File: src/rtl/bus_arbiter_n.sv
// N-master bus arbiter: grants one master at a time, sequences ADDR/DATA phases
// against slave ready/response, and parks SPLIT masters until the slave releases them.

module bus_arb_split_cell (
  input  logic clk,
  input  logic rst,
  input  logic set_i,
  input  logic clr_i,
  output logic mask_o
);
  logic mask_q;

  // A SPLIT landing on the same edge as the release wins; the master stays parked.
  always_ff @(posedge clk or posedge rst) begin
    if (rst)        mask_q <= 1'b0;
    else if (set_i) mask_q <= 1'b1;
    else if (clr_i) mask_q <= 1'b0;
  end

  assign mask_o = mask_q;
endmodule

module bus_arbiter_n #(
  parameter int NUM_MASTERS = 2,
  parameter int MODE        = 0,
  parameter int MAX_RETRY   = 3,
  parameter int OW          = (NUM_MASTERS > 1) ? $clog2(NUM_MASTERS) : 1
) (
  input  logic                   clk,
  input  logic                   rst,
  input  logic [NUM_MASTERS-1:0] busreq,
  input  logic [NUM_MASTERS-1:0] rw_req,
  input  logic                   ready,
  input  logic [1:0]             response,
  input  logic [NUM_MASTERS-1:0] split_done,
  output logic [NUM_MASTERS-1:0] grant,
  output logic [OW-1:0]          owner,
  output logic                   read_write,
  output logic                   busy,
  output logic                   error,
  output logic [NUM_MASTERS-1:0] split_mask
);
  localparam int RW = (MAX_RETRY > 0) ? $clog2(MAX_RETRY + 1) : 1;
  localparam logic [1:0] RSP_ERROR = 2'b01;
  localparam logic [1:0] RSP_RETRY = 2'b10;
  localparam logic [1:0] RSP_SPLIT = 2'b11;

  typedef enum logic [1:0] {IDLE, ADDR, DATA} state_t;

  state_t                 state_q, state_d;
  logic [NUM_MASTERS-1:0] grant_q, grant_d;
  logic [OW-1:0]          owner_q, owner_d;
  logic [OW-1:0]          last_q, last_d;
  logic                   rw_q, rw_d;
  logic                   err_q, err_d;
  logic [RW-1:0]          retry_q, retry_d;
  logic [NUM_MASTERS-1:0] split_q, split_set;
  logic [NUM_MASTERS-1:0] elig, elig_rel;
  logic [OW-1:0]          win_idle, win_rel;

  function automatic logic [OW-1:0] pick(input logic [NUM_MASTERS-1:0] e,
                                         input logic [OW-1:0] last);
    logic [OW-1:0] w;
    logic          found;
    int            idx;
    w     = '0;
    found = 1'b0;
    if (MODE == 0) begin
      for (int i = NUM_MASTERS - 1; i >= 0; i--)
        if (e[i]) w = OW'(i);
    end else begin
      // Rotate: scan starting just after the previous owner, wrapping.
      for (int k = 1; k <= NUM_MASTERS; k++) begin
        idx = (int'(last) + k) % NUM_MASTERS;
        if (!found && e[idx]) begin
          w     = OW'(idx);
          found = 1'b1;
        end
      end
    end
    return w;
  endfunction

  function automatic logic [NUM_MASTERS-1:0] onehot(input logic [OW-1:0] i);
    return NUM_MASTERS'(1) << i;
  endfunction

  for (genvar g = 0; g < NUM_MASTERS; g++) begin : g_split
    bus_arb_split_cell u_cell (
      .clk    (clk),
      .rst    (rst),
      .set_i  (split_set[g]),
      .clr_i  (split_done[g]),
      .mask_o (split_q[g])
    );
  end

  assign elig     = busreq & ~split_q;
  assign win_idle = pick(elig, last_q);

  always_comb begin
    state_d   = state_q;
    grant_d   = grant_q;
    owner_d   = owner_q;
    last_d    = last_q;
    rw_d      = rw_q;
    retry_d   = retry_q;
    err_d     = 1'b0;
    split_set = '0;
    elig_rel  = '0;
    win_rel   = '0;
    case (state_q)
      IDLE: begin
        if (|elig) begin
          state_d = ADDR;
          owner_d = win_idle;
          grant_d = onehot(win_idle);
        end else begin
          grant_d = '0;
        end
      end
      ADDR: begin
        rw_d    = rw_req[owner_q];
        state_d = DATA;
      end
      DATA: begin
        if (ready) begin
          if (response == RSP_RETRY && retry_q < RW'(MAX_RETRY)) begin
            retry_d = retry_q + 1'b1;
            state_d = ADDR;
          end else begin
            retry_d = '0;
            last_d  = owner_q;
            err_d   = (response == RSP_ERROR) || (response == RSP_RETRY);
            if (response == RSP_SPLIT) split_set[owner_q] = 1'b1;
            // Re-arbitrate straight into ADDR; a freshly split owner is excluded now.
            elig_rel = busreq & ~(split_q | split_set);
            win_rel  = pick(elig_rel, owner_q);
            if (|elig_rel) begin
              state_d = ADDR;
              owner_d = win_rel;
              grant_d = onehot(win_rel);
            end else begin
              state_d = IDLE;
              grant_d = '0;
            end
          end
        end
      end
      default: begin
        state_d = IDLE;
        grant_d = '0;
      end
    endcase
  end

  always_ff @(posedge clk or posedge rst) begin
    if (rst) begin
      state_q <= IDLE;
      grant_q <= '0;
      owner_q <= '0;
      last_q  <= OW'(NUM_MASTERS - 1);
      rw_q    <= 1'b0;
      err_q   <= 1'b0;
      retry_q <= '0;
    end else begin
      state_q <= state_d;
      grant_q <= grant_d;
      owner_q <= owner_d;
      last_q  <= last_d;
      rw_q    <= rw_d;
      err_q   <= err_d;
      retry_q <= retry_d;
    end
  end

  assign grant      = grant_q;
  assign owner      = owner_q;
  assign read_write = rw_q;
  assign busy       = (state_q != IDLE);
  assign error      = err_q;
  assign split_mask = split_q;
endmodule

File: config.mk
export PLATFORM = sky130hd
export DESIGN_NAME = bus_arbiter_n
export DESIGN_NICKNAME = d
export VERILOG_FILES = /design/src/rtl/bus_arbiter_n.sv
export SDC_FILE = /design/constraint.sdc
export NUM_CORES = 1
export LEC_CHECK = 0
export BUFFER_PORTS_ARGS = -buffer_cell sky130_fd_sc_hd__buf_2
export CORE_MARGIN = 4
export CORE_UTILIZATION = 40
export CTS_CLUSTER_SIZE = 12
export DETAILED_ROUTE_END_ITERATION = 10
export SYNTH_ARGS = -nofsm -noshare
export SYNTH_HDL_FRONTEND = slang
export SYNTH_SLANG_ARGS = --single-unit
File: constraint.sdc
create_clock -name clk -period 3.07 [get_ports clk]
set_input_delay 0.1535 -clock clk [delete_from_list [all_inputs] [get_ports clk]]
set_output_delay 0.1535 -clock clk [all_outputs]
set_load 0.05 [all_outputs]
# After elaboration in Yosys (flattened, before gate mapping)
# Index checks and enable logic that the tools add are counted.
[op_classes]
eq_ne = 9
n_reduce_logical = 14
order_cmp = 3
shift = 2
n_mux = 41
add_sub_neg = 1
n_div = 0
n_bitwise = 6
mul = 0
[ops]
columns = ["operator", "n"]
rows = [
  ["$mux 2", 14],
  ["$mux 1", 23],
  ["$pmux 2 s3", 2],
  ["$ne 2x2->1 const B", 4],
  ["$reduce_bool 2->1", 4],
  ["$eq 2x2->1 const B", 3],
  ["$reduce_and 5->1", 1],
  ["$and 2x2->2", 2],
  ["$eq 2x1->1 const B", 2],
  ["$not 2->2", 2],
  ["$reduce_and 2->1", 2],
  ["$reduce_or 2->1", 2],
  ["$shl 1x1->2 const A", 2],
  ["$reduce_and 3->1", 1],
  ["$add 2x1->2 const B", 1],
  ["$logic_and 1x1->1", 2],
  ["$logic_not 2->1", 1],
  ["$lt 1x2->1 const B", 1],
  ["$lt 2x2->1 const B", 1],
  ["$or 2x2->2", 1],
  ["$pmux 1 s2", 1],
  ["$demux 1 s1", 1],
  ["$ge 1x1->1 const B", 1],
  ["$logic_or 1x1->1", 1],
  ["$not 1->1", 1],
]
[totals]
reg_bits = 11
input_bits = 11
wordCells = 84
romBits = 0
latch_bits = 0
output_inout_bits = 8
ramBits = 0
mem_count = 0

# Depth between registers and ports, before layout
[logic_depth]
word_depth = 21
ltp_mapped = 6
ltp_nobuf = 6

# Cells and area by module
# A second synthesis with hierarchy kept.
[unflattened]
cells_unflattened = 66
hier_area_um2 = 609.3
[by_module_without_submodules]
columns = ["module", "n_inst", "area_each_um2", "cells_per_inst", "seq_area_each_um2"]
rows = [
  ["bus_arbiter_n", 1, 529.3, 58, 225.2],
  ["bus_arb_split_cell", 2, 40.0, 4, 25.0],
]

# Worst setup path after synthesis
# OpenSTA, ideal clock, no wires.
[synth_path]
kind = "register -> register"
from = "register owner_q (netlist: owner)"
to = "register owner_q (netlist: owner)"
setup_ns = 0.119
arrival_ns = 1.380
stages_incl_launch_ff = 5
period_less_slack_ns = 1.500
path_slack_ns = 1.570
path_cell_list = "dfrtp_1 nand2b_2 nand3_1 a211o_1 o21a_1"
[synth_between]
elab_chain_len = 20
[synth_rtl]
columns = ["item", "line", "source"]
rows = [
  ["start: declaration", "52", "logic [OW-1:0] owner_q, owner_d;"],
  ["start signal: assignment", "169", "owner_q <= owner_d;"],
  ["$lt 1x2->1 (implied by the code) or $ge 1x1->1 (tied branches)", "135", "if (response == RSP_SPLIT) split_set[owner_q] = 1'b1;"],
  ["$logic_and 1x1->1 (implied by the code)", "135", ""],
  ["$mux 1 (implied by the code)", "135", ""],
  ["$demux 1 s1 (*)", "135", ""],
  ["$mux 2 (*)", "135", ""],
  ["$mux 2 (*)", "128", "if (response == RSP_RETRY && retry_q < RW'(MAX_RETRY)) begin"],
  ["$mux 2 (*)", "127", "if (ready) begin"],
  ["$mux 2 (*)", "112", "case (state_q)"],
  ["(+3 left out)", "n/a", ""],
  ["$mux 1 (2 in a row)", "70", "if (e[i]) w = OW'(i);"],
  ["$mux 1", "128", ""],
  ["$mux 1", "127", ""],
  ["$mux 1", "112", ""],
  ["$mux 1", "139", "if (|elig_rel) begin"],
  ["$mux 1", "128", ""],
  ["$mux 1", "127", ""],
  ["$pmux 1 s2", "112", ""],
]
# Every way passes the cells marked *; elsewhere a longest branch is shown, timed or not. The select of a mux whose other input is x is not followed.
# A chain may end at the register's enable or synchronous reset.

# Final worst setup path
[layout_path]
from = "register state_q[1]"
to = "output port busy"
[layout_between]
elab_chain_len = 1
[layout_rtl]
columns = ["item", "line", "source"]
rows = [
  ["start: declaration", "50", "state_t state_q, state_d;"],
  ["start signal: assignment", "167", "state_q <= state_d;"],
  ["$reduce_bool 2->1", "180", "assign busy = (state_q != IDLE);"],
  ["end: declaration", "39", "output logic busy,"],
]
# No other way between the ends.

==> metrics.cfg <==
[timing]
grt_setup_unrepaired = no
fmax_ghz = 0.693
layout_setup_ws_ps = 1630
max_slew.worst_pin.slew_ps = 412
drv_slew = 0
report.final.hold_viol_count = 0
maxSlewHeadroom_pct = 72.5
hold_slack_ps = 64.2
min_period_over_period_pct = 47.0
setup_viol = 0
tns_ps = 0
min_period_ps = 1440
clock_skew_ps = 6.92

[critical_path]
path_cells = or2_2 > buf_2
reg2regPathDepth = 5
timing.rr.end = grant[1]$_DFFE_PP0P_
required_ps = 2920
reg2reg_slack_ps = 1660
critPathLaunchType = flop
crit_path_max_fanout = 12
slowest_delay_ps = 500
worstPathArrival_ps = 1290
crit_type = reg -> out
crit_path_top_delay_cell = dfrtp_1
r2r_start = retry_q[0]$_DFFE_PP0P_
endpoint_kind = primary output

[placement]
post-dp-hpwl_microns = 954
portBuffers = 18
gp_congestion = 0.770
dpl_cell_area_sq_um = 732
dp_slack_ps = 1670
dp.cells = 99

[pwr]
irDropWorstVdd_mv = 0.426
power_density_nw_per_um2 = 887
p_leak_nw = 0.398
total_power_uw = 682

[job]
maxCapViolCount = 0

[route]
vias_per_cell = 5.24
detail_route.wl_per_cell_microns = 11.6
num_vias = 545
ant_nets = 0
drt_iter0_drc = 8
dr.pass1.iters = 4
wl_microns = 1200
remaining_drc_errors = 0

[hold_path]
hold_end = g_split[1].u_cell.mask_o$_DFFE_PP0P_
hold_path_class = in -> reg
worstHoldStart = split_done[1]
holdPathStages = 2

[global_routing]
grt_pass1_wl_microns = 2010
grt_pass1_vias = 489
grt_max_degree = 13
grt_util_all_layers_pct = 12.6
antenna_found_initial = 0
grt-ovfl-total = 0

[finish]
final_common_cell = buf_2
fillers = 151
nets = 103
diodes = 0
drive_above_1_share_pct = 29.5
design_area_sq_um = 768
postLayoutCoreUtil_pct = 50.4
area_growth_pct = 18.8
fin_cells = 104
layout_common_cells = buf_2, dfrtp_1, nand2_1

[cts]
cts_resized = 0
cts_buffer_depth = 2
clock_latency_ps = 270
cts_max_level = 1
cts.clk_slew.worst_paths_ps = 70
cts_tree = done
cts.sinks = 11
cts.root.buffer_cell = clkbuf_4
cts_buffers = 3

[synthesis]
synth-edff-count = 0
synth_fp_nets = 83
ys_types = 30
synth-async-reset-ratio_pct = 100
synthTopCellsByArea = dfrtp_1, ha_1, nand2_1
synth-seq-cells = 11
synth_ff_type = dfrtp_1
synth_top_area_share_pct = 42.6
yosysSeqAreaShare_pct = 42.6
synth_area_leader_cell = dfrtp_1
synthCells = 69
ys_warn_count = 0
syn_area_sq_um = 647
avgSynthCellArea_sq_um = 9.37

[floorplanning]
floorplan.die_area_sq_um = 2320
core.rowCount = 14
die_h_microns = 48.2
die_w_microns = 48.2
io_pins = 19
start_util_pct = 42.4
coreArea_sq_um = 1520

[status]
status = finished, final reports clean

layout make-up:
type | instances | area [sq um] | share of cell area [%]
clock buffers | 4 | 26.3 | 3.42
multi-input cells | 48 | 324 | 42.2
well taps | 16 | 20.0 | 2.61
flip-flops and latches | 11 | 275 | 35.8
repair buffers | 19 | 100 | 13.0
inverters | 6 | 22.5 | 2.93
report_power, final:
part,internal [mW],switching [mW],leakage (nW)
sequential,0.196,0.0605,0.143
clock,0.0502,0.0475,0.0150
combinational,0.109,0.219,0.240
cell usage after synthesis (all sizes together) (2+ instances only):
cell and count:
a211o 2, a21o 2, a21oi 3, buf 3, dfrtp 11, ha 3
inv 6, nand2 7, nand2b 5, nand3 3, nor2b 3, o211ai 2
o21ai 5, o22ai 2
registers in the layout, indices dropped and copies added (netlist names):
register,count
retry_q,2
owner,1
error,1
g_split.u_cell.mask_o,2
state_q,2
read_write,1
grant,2
metal layers:
layer	wire, microns	vias up	global-route usage (%)
met4	12	0	3.23
met5	0	-	0
li1	-	282	-
met3	71	2	5.54
met1	543	250	16.5
met2	575	11	19.0
worst max-delay path, delay by kind of cell (launching register included):
kind | cells | cell delay (ps)
DFF | 1 | 500
and+or+nand+nor | 1 | 320
buffers and inverters | 1 | 210
worst max path at each step:
stage	startpoint	to	slack, ps	cells past startpoint
after detailed placement	retry_q[0]$_DFFE_PP0P_	grant[1]$_DFFE_PP0P_	1670	5
after global placement	retry_q[0]$_DFFE_PP0P_	grant[1]$_DFFE_PP0P_	1690	5
after floorplan	owner$_DFFE_PP0P_	owner$_DFFE_PP0P_	1570	4
after global routing	state_q[1]$_DFFE_PP0P_	retry_q[0]$_DFFE_PP0P_	1510	4
final	state_q[1]$_DFFE_PP0P_	busy	1630	2
after CTS	state_q[1]$_DFFE_PP0P_	busy	1620	2
timing repair:
action                                 in CTS  in global routing
hold buffers                                1                  0
buffers inserted                            0                  0
endpoints found under the hold margin      11                  0
cell families (layout without fill, tap and decap cells):
group	Yosys count	count (layout)	share of synthesized area [%]
buf+inv	10	29	7.35
flops	11	11	42.6
fa+ha+maj	3	3	5.80
mux	1	1	1.55
simple gates	24	24	21.5
compound gates	20	20	21.3
Power figures use the tool's default switching activity.
